[src/rtl/text_console_ctrl.sv]
// Text console controller: turns a stream of ASCII characters into writes to a
// COLS x ROWS character buffer, with cursor tracking and a full-screen clear.
module text_console_ctrl #(
    parameter int COLS = 70,
    parameter int ROWS = 30
) (
    input  logic        clk,
    input  logic        rst,
    input  logic        ch_valid,
    input  logic [7:0]  ch_data,
    output logic        ch_ready,
    input  logic        clr_req,
    output logic        wr_en,
    output logic [11:0] wr_addr,
    output logic [7:0]  wr_data,
    output logic [6:0]  cursor_col,
    output logic [4:0]  cursor_row,
    output logic        busy
);

    localparam int          DEPTH     = COLS * ROWS;
    localparam logic [11:0] LAST_ADDR = 12'(DEPTH - 1);
    localparam logic [6:0]  LAST_COL  = 7'(COLS - 1);
    localparam logic [4:0]  LAST_ROW  = 5'(ROWS - 1);
    localparam logic [7:0]  SPACE     = 8'h20;

    typedef enum logic [1:0] {
        CLEAR,
        IDLE,
        WRITE
    } state_t;

    state_t      state, state_n;
    logic [11:0] clr_ptr, clr_ptr_n;
    logic [11:0] cur_addr;
    logic [4:0]  line_row;
    logic        wr_en_n;
    logic [11:0] wr_addr_n;
    logic [7:0]  wr_data_n;
    logic [6:0]  col_n;
    logic [4:0]  row_n;

    assign cur_addr = {7'd0, cursor_row} * 12'(COLS) + {5'd0, cursor_col};
    assign line_row = (cursor_row == LAST_ROW) ? 5'd0 : cursor_row + 5'd1;
    assign ch_ready = (state == IDLE) && !clr_req;
    assign busy     = (state == CLEAR);

    always_comb begin
        state_n   = state;
        clr_ptr_n = clr_ptr;
        wr_en_n   = 1'b0;
        wr_addr_n = wr_addr;
        wr_data_n = wr_data;
        col_n     = cursor_col;
        row_n     = cursor_row;
        case (state)
            CLEAR: begin
                wr_en_n   = 1'b1;
                wr_addr_n = clr_ptr;
                wr_data_n = SPACE;
                if (clr_ptr == LAST_ADDR) begin
                    clr_ptr_n = 12'd0;
                    state_n   = IDLE;
                end else begin
                    clr_ptr_n = clr_ptr + 12'd1;
                end
            end
            IDLE: begin
                if (clr_req) begin
                    state_n   = CLEAR;
                    clr_ptr_n = 12'd0;
                    col_n     = 7'd0;
                    row_n     = 5'd0;
                end else if (ch_valid) begin
                    state_n = WRITE;
                    if (ch_data >= 8'h20 && ch_data <= 8'h7E) begin
                        wr_en_n   = 1'b1;
                        wr_addr_n = cur_addr;
                        wr_data_n = ch_data;
                        if (cursor_col == LAST_COL) begin
                            col_n = 7'd0;
                            row_n = line_row;
                        end else begin
                            col_n = cursor_col + 7'd1;
                        end
                    end else if (ch_data == 8'h0A || ch_data == 8'h0D) begin
                        col_n = 7'd0;
                        row_n = line_row;
                    end else if (ch_data == 8'h08) begin
                        // Stepping back one cell is always cur_addr-1, also across a row boundary.
                        if (cursor_col != 7'd0 || cursor_row != 5'd0) begin
                            wr_en_n   = 1'b1;
                            wr_addr_n = cur_addr - 12'd1;
                            wr_data_n = SPACE;
                            if (cursor_col != 7'd0) begin
                                col_n = cursor_col - 7'd1;
                            end else begin
                                col_n = LAST_COL;
                                row_n = cursor_row - 5'd1;
                            end
                        end
                    end else if (ch_data == 8'h0C) begin
                        state_n   = CLEAR;
                        clr_ptr_n = 12'd0;
                        col_n     = 7'd0;
                        row_n     = 5'd0;
                    end
                end
            end
            WRITE: begin
                state_n = IDLE;
            end
            default: begin
                state_n = CLEAR;
            end
        endcase
    end

    always_ff @(posedge clk or posedge rst) begin
        if (rst) begin
            state      <= CLEAR;
            clr_ptr    <= 12'd0;
            wr_en      <= 1'b0;
            wr_addr    <= 12'd0;
            wr_data    <= SPACE;
            cursor_col <= 7'd0;
            cursor_row <= 5'd0;
        end else begin
            state      <= state_n;
            clr_ptr    <= clr_ptr_n;
            wr_en      <= wr_en_n;
            wr_addr    <= wr_addr_n;
            wr_data    <= wr_data_n;
            cursor_col <= col_n;
            cursor_row <= row_n;
        end
    end

endmodule
[config.mk]
export PLATFORM = sky130hd
export DESIGN_NAME = text_console_ctrl
export DESIGN_NICKNAME = d
export VERILOG_FILES = /design/src/rtl/text_console_ctrl.sv
export SDC_FILE = /design/constraint.sdc
export NUM_CORES = 1
export LEC_CHECK = 0
export BUFFER_PORTS_ARGS = -buffer_cell sky130_fd_sc_hd__buf_4
export CORE_MARGIN = 1.5
export CORE_UTILIZATION = 51
export DETAILED_ROUTE_END_ITERATION = 16
export GPL_ROUTABILITY_DRIVEN = 0
export PLACE_DENSITY = 0.85
export SYNTH_ARGS = -nofsm -noshare
export SYNTH_HDL_FRONTEND = slang
export SYNTH_SLANG_ARGS = --single-unit
[constraint.sdc]
create_clock -name clk -period 3.3 [get_ports clk]
set_input_delay 0.33 -clock clk [delete_from_list [all_inputs] [get_ports clk]]
set_output_delay 0.33 -clock clk [all_outputs]
set_load 0.02 [all_outputs]
======== Word-level counts from Yosys, hierarchy flattened ========
Index checks and enable logic that the tools add are counted.
word-level totals
  flip-flop bits (word level) ............. 47
  bits of input ports ..................... 12
  logic and storage cells ................. 112
cells by class
  $add $sub $neg .......................... 7
  multipliers ............................. 1
  order comparisons ....................... 2
  eq/ne operators ......................... 23
  mux-type cells .......................... 56
  reductions and logical operators ........ 16
operators by type and width
  operator                                                            count
  2-to-1 mux 12 bit                                                   13
  2-to-1 mux 7 bit                                                    9
  2-to-1 mux 5 bit                                                    10
  2-to-1 mux 8 bit                                                    6
  one-hot mux 12 bit (2 select lines)                                 2
  equality test 8 x 4 -> 1 bit (second input constant)                4
  AND reduction 6 bit                                                 3
  one-hot mux 8 bit (2 select lines)                                  1
  != test 3 bit (second input constant)                               5
  2-to-1 mux 2 bit                                                    7
  adder 12 x 1 -> 12 bit (second input constant)                      1
  adder 12 x 7 -> 12 bit                                              1
  equality test 12 bit (second input constant)                        1
  subtractor 12 x 1 -> 12 bit (second input constant)                 1
  multiplier 5 x 6 -> 11 bit (second input constant)                  1
  nonzero test 5 bit                                                  2
  greater-or-equal comparator 8 x 6 -> 1 bit (second input constant)  1
  less-or-equal comparator 8 x 7 -> 1 bit (second input constant)     1
  adder 7 x 1 -> 7 bit (second input constant)                        1
  equality test 7 bit (second input constant)                         1
  nonzero test 7 bit                                                  1
  subtractor 7 x 1 -> 7 bit (second input constant)                   1
  2-to-1 mux 1 bit                                                    6
  != test 3 x 1 -> 1 bit (second input constant)                      2
  19 further kinds                                                    24

======== Depth between registers and ports, before layout ========
Gate-level depths: netlist of the first run.
  word-level depth ........................ 10
  depth in mapped cells ................... 16

======== Worst setup path after synthesis of the first run ========
No wires, ideal clock.
  kind .................................... flip-flop to flip-flop
  from .................................... reg cursor_row[3]
  to ...................................... reg wr_addr[11]
  arrival ................................. 3.471 ns
  required time ........................... 3.163 ns
  setup slack ............................. -0.308 ns
  cell stages (with the launch flop) ...... 17
  clock period less this slack ............ 3.608 ns
  path through ............................ dfrtp_1 > inv_1 > ha_1 > inv_1 > ha_1 > ha_1 > a31oi_1 > xor2_1 > ha_1 > nand3_1 > a21o_1 > a22oi_1 > xor2_1 > nand3b_1 > nor3_2 > xnor2_1 > o221ai_1
on the way
  longest elaborated chain between the ends .. 10
  elaborated cells between the ends (all ways) .. 14
  classes of those cells .................. 2 x add/sub; 1 x mul; 1 x eq/ne; 7 x mux; 3 x reduce/logical
RTL lines
  item                                 line  RTL
  start, declared                      17    output logic [4:0] cursor_row,
  start signal, assigned               135   cursor_row <= row_n;
  multiplier 5 x 6 -> 11 bit           43    assign cur_addr = {7'd0, cursor_row} * 12'(COLS) + {5'd0, cursor_col};
  adder 12 x 7 -> 12 bit               43
  subtractor 12 x 1 -> 12 bit          93    wr_addr_n = cur_addr - 12'd1;
  2-to-1 mux 12 bit                    91    if (cursor_col != 7'd0 || cursor_row != 5'd0) begin
  2-to-1 mux 12 bit                    89    end else if (ch_data == 8'h08) begin
  2-to-1 mux 12 bit                    86    end else if (ch_data == 8'h0A || ch_data == 8'h0D) begin
  2-to-1 mux 12 bit                    76    if (ch_data >= 8'h20 && ch_data <= 8'h7E) begin
  2-to-1 mux 12 bit                    74    end else if (ch_valid) begin
  2-to-1 mux 12 bit                    69    if (clr_req) begin
  one-hot mux 12 bit (2 select lines)  56    case (state)
  end signal, assigned                 132   wr_addr <= wr_addr_n;
  end, declared                        14    output logic [11:0] wr_addr,
Several ways; a longest one is shown, not always the timed one. The select of a mux whose other input is x is not followed.
A chain may end at the register's enable or synchronous reset.

======== Final worst setup path of the first run ========
  from .................................... reg cursor_row[3]
  to ...................................... reg wr_addr[10]
Same word-level chain as after synthesis.

==> results.txt, run 1 <==
run status - complete, no violations
DRC violations left - 0
GRT Total Usage - 0.2582
Post-Syn Nets - 461
Clock Tree Buf Depth - 2
drt pass-1 iters - 4
DR WL/cell - 16.00 um
CP required - 3.47 ns
Final Skew - 0.01250 ns
clk slew on worst S/H paths - 0.10 ns
Leak Pwr - 0.002039 uW
Synth Flop Type - dfrtp_1
setup TNS - 0 ns
CTS tree - done
via count - 3448
global-route wire length before repair - 15760 um
Cells after Synth - 418
Worst Tran Pin Value - 0.9778 ns
row cnt - 30
Hold Vio Cnt, Final - 0
RSZ-0062 raised after global routing - true
largest net degree at the start of global routing - 48
Hold Crit Class - in -> async
final WL - 9281 um
Cell Pwr Density - 655.5 nW/um2
DIE AREA - 7670 um2
Synth Warn # - 0
vias per cell - 5.945
max_cap viols - 0
element type at the critical path end - flip-flop
initial antenna violation count - 0
synth unique cells - 66
fmax - 303.4 MHz
Die X - 87.58 um
grt ovf - 0
kind of critical path - reg -> reg
share of cells above drive strength 1 - 0.2665
Power Total - 2955 uW
Critical Path Source - cursor_row[3]$_DFFE_PP0P_
crit-path max FO - 5
core area - 6869 um2
vias in the first global route - 3413
syn_area_per_cell - 8.728 um2
crit path to - wr_addr[10]$_DFFE_PP0P_
Async SR Flop Fraction - 1.000
Net count, final - 526
Startpoint Class - flip-flop
VDD IR max - 0.3522 mV
final setup violating endpoints - 0
Port Buffers - 46
CTS Root Cell - clkbuf_8
antenna cells - 0
final core utilization - 0.6563
sequential-to-total area share from yosys stat - 0.3227
DP HPWL - 6877 um
slew margin rel. - 0.3472
worst r2r path cells - 15
Post-synth EDFFs - 0
initial drt markers - 243
number of CTS-inserted buffers - 5
Max Slew Vio Count - 0
final period utilization - 0.9988
register bit count reported by yosys - 47
Worst Path Arrival - 3.47 ns
die height - 87.58 um
fin crit period - 3.296 ns
worst skew pair latency - 0.31 ns
H-tree level count - 2
setup slack, reg-to-reg - 0.004 ns
# IOs - 47
Area Growth Syn to Fin - 23.56%
Cell Area, Synth - 3648 um2
Num Clock Sinks - 47
Final ANT Viol Nets - 0
Starting Density - 0.5311
RR Endpoint - wr_addr[10]$_DFFE_PP0P_
Worst R2R Start - cursor_row[3]$_DFFE_PP0P_
synthesized netlist by cell type (all sizes together) (5+ instances only):
library cell	count	area [um2]
clkbuf	9	33.78
xor2	11	96.34
nor4	7	71.31
and3	6	37.54
nor2	30	112.6
a211oi	5	37.54
a22o	6	52.55
inv	21	78.83
or3	6	37.54
ha	29	362.9
a31oi	8	65.06
o21ai	44	231.5
o31ai	8	60.06
dfrtp	46	1151
a21oi	34	173.9
xnor2	16	140.1
nor3	11	65.06
a21o	7	53.80
buf	7	45.03
nand2	39	146.4
nand3	14	87.59
metrics by stage:
stage | hold WS, ns | instances | instance area (um2) | worst slack, ns
4_1_cts | 0.2635 | 579 | 4483 | 0.005123
3_3_place_gp | 0.4593 | 568 | 4302 | 0.02403
5_1_grt | 0.2779 | 580 | 4508 | -0.1416
3_5_place_dp | 0.4681 | 568 | 4302 | -0.09535
6_report | 0.2488 | 580 | 4508 | 0.003885
2_1_floorplan | 0.4584 | 418 | 3722 | -0.1154
placed cells by master, fill, tap and decap left out, drive strengths merged, types with 14 or more instances in the layout:
cell   instances
dfrtp         46
xnor2         16
ha            29
nor2          30
a21oi         34
buf           74
nand2         39
o21ai         44
inv           21
nand3         14
critical path, cell delays in order, from the launching register on:
cell	delay [ns]
dfrtp_2	0.45
inv_4	0.08
ha_4	0.20
inv_4	0.05
ha_4	0.12
inv_2	0.03
fa_1	0.46
xor2_1	0.18
ha_1	0.37
a21o_1	0.23
a31oi_4	0.21
xnor2_2	0.16
nand3b_1	0.16
nor3_2	0.16
xnor2_1	0.14
o221ai_1	0.13
layout make-up:
class                      count  area (um2)
multi-input combinational    334        2456
fill                         572        2361
sequential                    47        1181
timing repair buffer          74       568.0
tap                           96       120.1
inverter                      21       83.83
clock buffer                   6       82.58
clock inverter                 2       16.27
logic make-up (layout without fill, tap and decap cells):
logic type | count (synthesis) | count (layout) | share of synthesized area
AO/OA/AOI/OAI | 134 | 134 | 0.2428
XOR/XNOR | 27 | 27 | 0.06481
adder cells (fa/ha/maj) | 31 | 31 | 0.1104
buffers and inverters | 37 | 103 | 0.04321
flip-flops | 47 | 47 | 0.3227
multiplexers | 1 | 1 | 0.002744
AND/OR/NAND/NOR | 141 | 141 | 0.2133
repair_timing:
| action | 4_1_cts | 5_1_grt |
|---|---|---|
| pin swaps | 4 | 2 |
| resized for setup | 10 | 6 |
| hold buffers | 0 | 0 |
| setup buffers | 3 | 1 |
| setup endpoints to repair | 5 | 5 |
power breakdown:
| part | internal [uW] | switching [uW] |
|---|---|---|
| clock network | 171 | 214 |
| registers | 704 | 120 |
| logic | 734 | 1010 |
layer usage:
metal	up-vias	wire length, um	GRT usage
li1	1649	-	-
met1	1661	3959	0.3206
met2	116	4659	0.4490
met3	22	424	0.04807
met4	0	236	0.09235
met5	-	0	0
worst min-delay path by stage:
stage	to	slack (ns)	start
global placement	wr_data[5]$_DFFE_PP1P_	0.46	wr_data[5]$_DFFE_PP1P_
CTS	wr_data[3]$_DFFE_PP0P_	0.26	ch_data[3]
global route	wr_data[4]$_DFFE_PP0P_	0.28	ch_data[4]
finish	wr_data[3]$_DFFE_PP0P_	0.25	rst
floorplan	clr_ptr[11]$_DFFE_PP0P_	0.46	clr_ptr[11]$_DFFE_PP0P_
detailed placement	wr_data[5]$_DFFE_PP1P_	0.47	wr_data[5]$_DFFE_PP1P_
registers in the layout (all words and copies together) (netlist names):
signal,flops
wr_en,1
state,2
clr_ptr,12
cursor_col,7
wr_data,8
wr_addr,12
cursor_row,5
Note: power is estimated with default switching activity, not from simulation.
==> inputs of run 2 (changes only) <==
==> constraint.sdc (replaced) <==
create_clock -name clk -period 3.3 [get_ports clk]
set_input_delay 0.33 -clock clk [delete_from_list [all_inputs] [get_ports clk]]
set_output_delay 0.33 -clock clk [all_outputs]
set_load 0.1 [all_outputs]
==> run 2 against run 1 <==
Via count increased by 0.73%; clock skew decreased by 0.0053 ns; global-route usage about the same; the run now ends with negative setup slack left.
==> results.txt, run 2 (synthesis results as in run 1) <==
run status - complete, but fails checks
violated checks - negative setup slack
final instance count without filler cells - 586 (+1.0%)
setup slack, reg-to-reg - -0.08 ns (-0.09 ns)
CTS Root Cell - clkbuf_8
grt ovf - 0 (unchanged)
Clock Tree Buf Depth - 2 (unchanged)
Final ANT Viol Nets - 0 (unchanged)
Worst Tran Pin Value - 0.9837 ns (+0.005869 ns)
slowest CP cell - dfrtp_4
leading cell type in the layout, fill and taps excluded - buf_4
DR WL/cell - 16.11 um (+0.66%)
final setup violating endpoints - 4 (+4)
global-route wire length before repair - 15790 um (+0.18%)
drt pass-1 iters - 5 (+1)
VDD IR max - 0.5465 mV (+55%)
worst r2r path cells - 14 (-1)
area post-placement - 4384 um2 (+1.9%)
slew margin rel. - 0.3433 (-0.003919)
vias in the first global route - 3425 (+0.35%)
GRT Total Usage - 0.2584 (about the same)
Starting Density - 0.5311 (unchanged)
Bufs and invs on worst path - 2 (-1)
Port Buffers - 46 (unchanged)
H-tree level count - 2 (unchanged)
Cell Pwr Density - 808.8 nW/um2 (+23%)
worst skew pair latency - 0.31 ns (about the same)
via count - 3473 (+0.73%)
setup TNS - -0.1595 ns (-0.1595 ns)
vias per cell - 5.927 (-0.31%)
kind of critical path - reg -> reg
fmax - 295.5 MHz (-2.6%)
DP HPWL - 6856 um (-0.30%)
Num Clock Sinks - 47 (unchanged)
share of cells above drive strength 1 - 0.2857 (+0.01919)
Area Growth Syn to Fin - 25.82%
core area - 6869 um2 (unchanged)
Max Slew Vio Count - 0 (unchanged)
Hold Vio Cnt, Final - 0 (unchanged)
top flop regs - clr_ptr (12), wr_addr (12), wr_data (8)
number of CTS-inserted buffers - 5 (unchanged)
fin crit period - 3.384 ns (+0.08811 ns)
clk slew on worst S/H paths - 0.10 ns (about the same)
initial antenna violation count - 0 (unchanged)
Hold Crit Class - in -> async
largest net degree at the start of global routing - 48 (unchanged)
Die X - 87.58 um (unchanged)
RSZ-0062 raised after global routing - true
cts hold-fix bufs - 0 (unchanged)
element type at the critical path end - flip-flop
die height - 87.58 um (unchanged)
Worst Path Arrival - 3.57 ns (+0.10 ns)
final core utilization - 0.6683 (+0.01202)
antenna cells - 0 (unchanged)
Worst R2R Start - cursor_row[2]$_DFFE_PP0P_
CTS tree - done
Final Cell Area - 4591 um2 (+1.8%)
DP Cell Count - 576 (+1.4%)
RR Endpoint - wr_addr[11]$_DFFE_PP0P_
Net count, final - 532 (+1.1%)
CP peak stage delay - 0.52 ns (+0.06 ns)
Setup WS pre-CTS - -0.1202 ns (-0.02483 ns)
Startpoint Class - flip-flop
final period utilization - 1.026 (+0.02670)
row cnt - 30 (unchanged)
CP required - 3.48 ns (about the same)
max_cap viols - 0 (unchanged)
most frequent cells in the layout - buf_4 (79), dfrtp_1 (41), nand2_1 (39)
DRC violations left - 0 (unchanged)
initial drt markers - 165 (-32%)
Worst path top cell family by delay - adder cells
CP Cell Sequence - inv_2, ha_1, ha_1, buf_4, a31oi_2, xor2_1, ha_2, a21o_1, a31oi_4, xnor2_2, nand3b_1, nor3_2, xnor2_1, o221ai_1
DIE AREA - 7670 um2 (unchanged)
final WL - 9439 um (+1.7%)
Final Skew - 0.007180 ns (-0.005319 ns)
Leak Pwr - 0.002077 uW (+1.9%)
# IOs - 47 (unchanged)
CP dominant cell by count - ha_1
final setup margin - -0.08423 ns (-0.08811 ns)
crit-path max FO - 6 (+1)
## run 2: area by class of cell
class                   count  area (um2)
clock buffers               5       68.82
repair buffers             80       613.1
flip-flops and latches     47        1194
fillers                   573        2278
clock inverters             3       47.55
inverters                  21       83.83
multi-input cells         334        2464
well taps                  96       120.1
## run 2: worst max-delay path by stage
stage	start	end	slack (ns)	depth (start not counted)
3_5_place_dp	cursor_row[3]$_DFFE_PP0P_	wr_addr[9]$_DFFE_PP0P_	-0.12	17
6_report	cursor_row[2]$_DFFE_PP0P_	wr_addr[11]$_DFFE_PP0P_	-0.08	14
5_1_grt	cursor_row[3]$_DFFE_PP0P_	wr_addr[11]$_DFFE_PP0P_	-0.24	15
4_1_cts	cursor_row[3]$_DFFE_PP0P_	wr_addr[11]$_DFFE_PP0P_	-0.04	16
3_3_place_gp	cursor_row[3]$_DFFE_PP0P_	wr_addr[11]$_DFFE_PP0P_	0.007	15
2_1_floorplan	cursor_row[3]$_DFFE_PP0P_	wr_addr[11]$_DFFE_PP0P_	-0.27	15
## run 2: where the power goes
group / switching (uW) / total [uW] / internal, uW
Clock: 221 / 451 / 230
Combinational: 1660 / 2430 / 768
Sequential: 123 / 830 / 707
## run 2: metrics by stage
stage               hold slack (ns)  total power (uW)
global placement             0.4590              3147
finish                       0.2514              3713
CTS                          0.2624              3688
global route                 0.2656              3942
floorplan                    0.4584              2611
detailed placement           0.4671              3206
## run 2: what timing repair did
| action | CTS | global route |
|---|---|---|
| pin swaps | 14 | 4 |
| gates resized for setup | 9 | 8 |
| setup buffers | 2 | 0 |
| endpoints found under the setup margin | 5 | 6 |
## run 2: routing by layer
layer,global-route usage,vias to the layer above,share of wire
met2,0.4601,145,0.51
met3,0.03110,14,0.057
li1,-,1655,-
met1,0.3272,1659,0.42
met4,0.07937,0,0.015
met5,0,-,0
==> inputs of run 3 (changes only) <==
==> constraint.sdc (replaced) <==
create_clock -name clk -period 2.85 [get_ports clk]
set_input_delay 0.57 -clock clk [delete_from_list [all_inputs] [get_ports clk]]
set_output_delay 0.57 -clock clk [all_outputs]
set_load 0.1 [all_outputs]
==> run 3 against run 2 <==
The run still ends with negative setup slack left; clock power increased by 31%; flip-flop and latch count unchanged; global-route usage increased by 1.8 points; critical path depth increased by 2; count of clock-buffer cells in the layout increased by 1; cell area increased by 4.6%; first-iteration DRC count increased by 30%; die area unchanged; routed wire length increased by 3.5%; maximum frequency increased by 2.1%.
==> results.txt, run 3 (synthesis results as in run 1) <==
run status - complete, but fails checks
violated checks - negative setup slack
die height - 87.58 um (unchanged)
Final Skew - 0.008434 ns (+0.001254 ns)
final setup violating endpoints - 7 (+3)
Starting Density - 0.5311 (unchanged)
Critical Path Source - cursor_row[3]$_DFFE_PP0P_
H-tree level count - 2 (unchanged)
DP HPWL - 7193 um (+4.9%)
element type at the critical path end - flip-flop
leading cell type in the layout, fill and taps excluded - buf_4
final WL - 9769 um (+3.5%)
vias per cell - 5.946 (+0.32%)
slew margin rel. - 0.4514 (+0.1081)
Reg area - 1197 um2 (+0.32%)
Die X - 87.58 um (unchanged)
Max Slew Vio Count - 0 (unchanged)
grt ovf - 0 (unchanged)
worst hold slack - 0.3286 ns (+0.07724 ns)
DRC violations left - 0 (unchanged)
Final ANT Viol Nets - 0 (unchanged)
Num Clock Sinks - 47 (unchanged)
Power Total - 4475 uW (+21%)
crit-path max FO - 4 (-2)
# IOs - 47 (unchanged)
VDD IR max - 0.4488 mV (-18%)
largest net degree at the start of global routing - 27 (-44%)
max_cap viols - 0 (unchanged)
top flop regs - clr_ptr (12), wr_addr (12), wr_data (8)
Clock Tree Buf Depth - 2 (unchanged)
Hold Vio Cnt, Final - 0 (unchanged)
Area Growth Syn to Fin - 31.55%
final period utilization - 1.163 (+0.1379)
final instance count without filler cells - 609 (+3.9%)
setup slack, reg-to-reg - -0.47 ns (-0.38 ns)
Startpoint Class - flip-flop
number of CTS-inserted buffers - 5 (unchanged)
final setup margin - -0.4659 ns (-0.3817 ns)
CP required - 3.04 ns (-0.44 ns)
initial antenna violation count - 0 (unchanged)
DR WL/cell - 16.04 um (-0.41%)
Worst Path Arrival - 3.51 ns (-0.06 ns)
CTS Root Cell - clkbuf_8
Net count, final - 555 (+4.3%)
Cell Pwr Density - 932.4 nW/um2 (+15%)
worst r2r path cells - 16 (+2)
CTS tree - done
Port Buffers - 46 (unchanged)
via count - 3621 (+4.3%)
fillers - 544 (-5.1%)
share of cells above drive strength 1 - 0.3294 (+0.04372)
RSZ-0062 raised after global routing - true
Hold Crit Class - in -> async
fmax - 301.6 MHz (+2.1%)
vias in the first global route - 3609 (+5.4%)
row cnt - 30 (unchanged)
worst skew pair latency - 0.30 ns (about the same)
Worst R2R Start - cursor_row[3]$_DFFE_PP0P_
DP Cell Count - 596 (+3.5%)
core area - 6869 um2 (unchanged)
antenna cells - 0 (unchanged)
clk slew on worst S/H paths - 0.10 ns (about the same)
GRT Total Usage - 0.2762 (+0.01775)
Leak Pwr - 0.002187 uW (+5.3%)
fin crit period - 3.316 ns (-0.06834 ns)
final core utilization - 0.6987 (+0.03042)
initial drt markers - 214 (+30%)
cts hold-fix bufs - 0 (unchanged)
DIE AREA - 7670 um2 (unchanged)
global-route wire length before repair - 16910 um (+7.1%)
kind of critical path - reg -> reg
multi-input logic area - 2492 um2 (+1.2%)
Worst Tran Pin Value - 0.8141 ns (-0.1696 ns)
most frequent cells in the layout - buf_4 (103), nand2_1 (39), dfrtp_1 (38)
drt pass-1 iters - 5 (unchanged)
-- run 3: changes by cell type in the layout (fill, tap and decap cells not counted), moves of 2 or more --
| cell | before | now |
|---|---|---|
| dfrtp_2 | 1 | 4 |
| a21oi_2 | 3 | 5 |
| dfrtp_1 | 41 | 38 |
| a21oi_1 | 31 | 29 |
| buf_4 | 79 | 103 |
-- run 3: power breakdown --
group	internal (uW)	total, uW	switching, uW	leakage (uW)
sequential	821	942	121	0.000621
clock	351	590	239	0.0000654
combinational	950	2940	1990	0.00150
total	2120	4480	2350	0.00219
-- run 3: path summary, 6_finish.rpt --
kind	end
hold reg to reg	wr_data[5]$_DFFE_PP1P_
max in group asynchronous	clr_ptr[7]$_DFFE_PP0P_
setup / recovery	wr_addr[7]$_DFFE_PP0P_
setup reg to reg	wr_addr[7]$_DFFE_PP0P_
min in group clk	wr_data[5]$_DFFE_PP1P_
hold / removal	state[0]$_DFFE_PP0P_
-- run 3: area by class of cell --
| class | instances | area share |
|---|---|---|
| Timing Repair Buffer | 103 | 0.1611 |
| Clock inverter | 2 | 0.01251 |
| Sequential cell | 47 | 0.2495 |
| Clock buffer | 6 | 0.01512 |
| Inverter | 21 | 0.01747 |
| Multi-Input combinational cell | 334 | 0.5193 |
| Tap cell | 96 | 0.02503 |
-- run 3: through the flow --
step | cell area (um2) | setup WS [ns] | setup TNS, ns
floorplan | 3772 | -0.7223 | -3.199
global route | 4800 | -0.6593 | -3.933
CTS | 4757 | -0.4605 | -2.690
finish | 4800 | -0.4659 | -2.734
global placement | 4549 | -0.4380 | -2.426
detailed placement | 4549 | -0.5918 | -3.109
-- run 3: worst max-delay path, stage by stage, from the launching register on --
cell and delay [ns]:
dfrtp_4 0.51, inv_4 0.09, ha_4 0.20, inv_4 0.06
ha_4 0.20, ha_4 0.22, xor2_1 0.16, ha_1 0.31
a21o_1 0.22, a211oi_2 0.25, xnor2_1 0.14, nor4_2 0.24
buf_4 0.17, xor2_1 0.16, nor2_1 0.06, a21oi_1 0.14
o21ai_1 0.07
-- run 3: metal layers --
metal | wire [um] | GRT usage | up-vias | part of all wire
met2 | 4972 | 0.5028 | 131 | 0.51
met3 | 519 | 0.03393 | 23 | 0.053
met5 | 0 | 0 | - | 0
met1 | 4048 | 0.3468 | 1759 | 0.41
met4 | 229 | 0.06926 | 0 | 0.023
li1 | - | - | 1708 | -
-- run 3: timing repair --
item | in CTS | in global routing
hold endpoints to repair | 0 | 0
resized for setup | 11 | 8
setup buffers | 4 | 1
gates cloned | 0 | 0
endpoints found under the setup margin | 7 | 8
pin swaps | 19 | 9
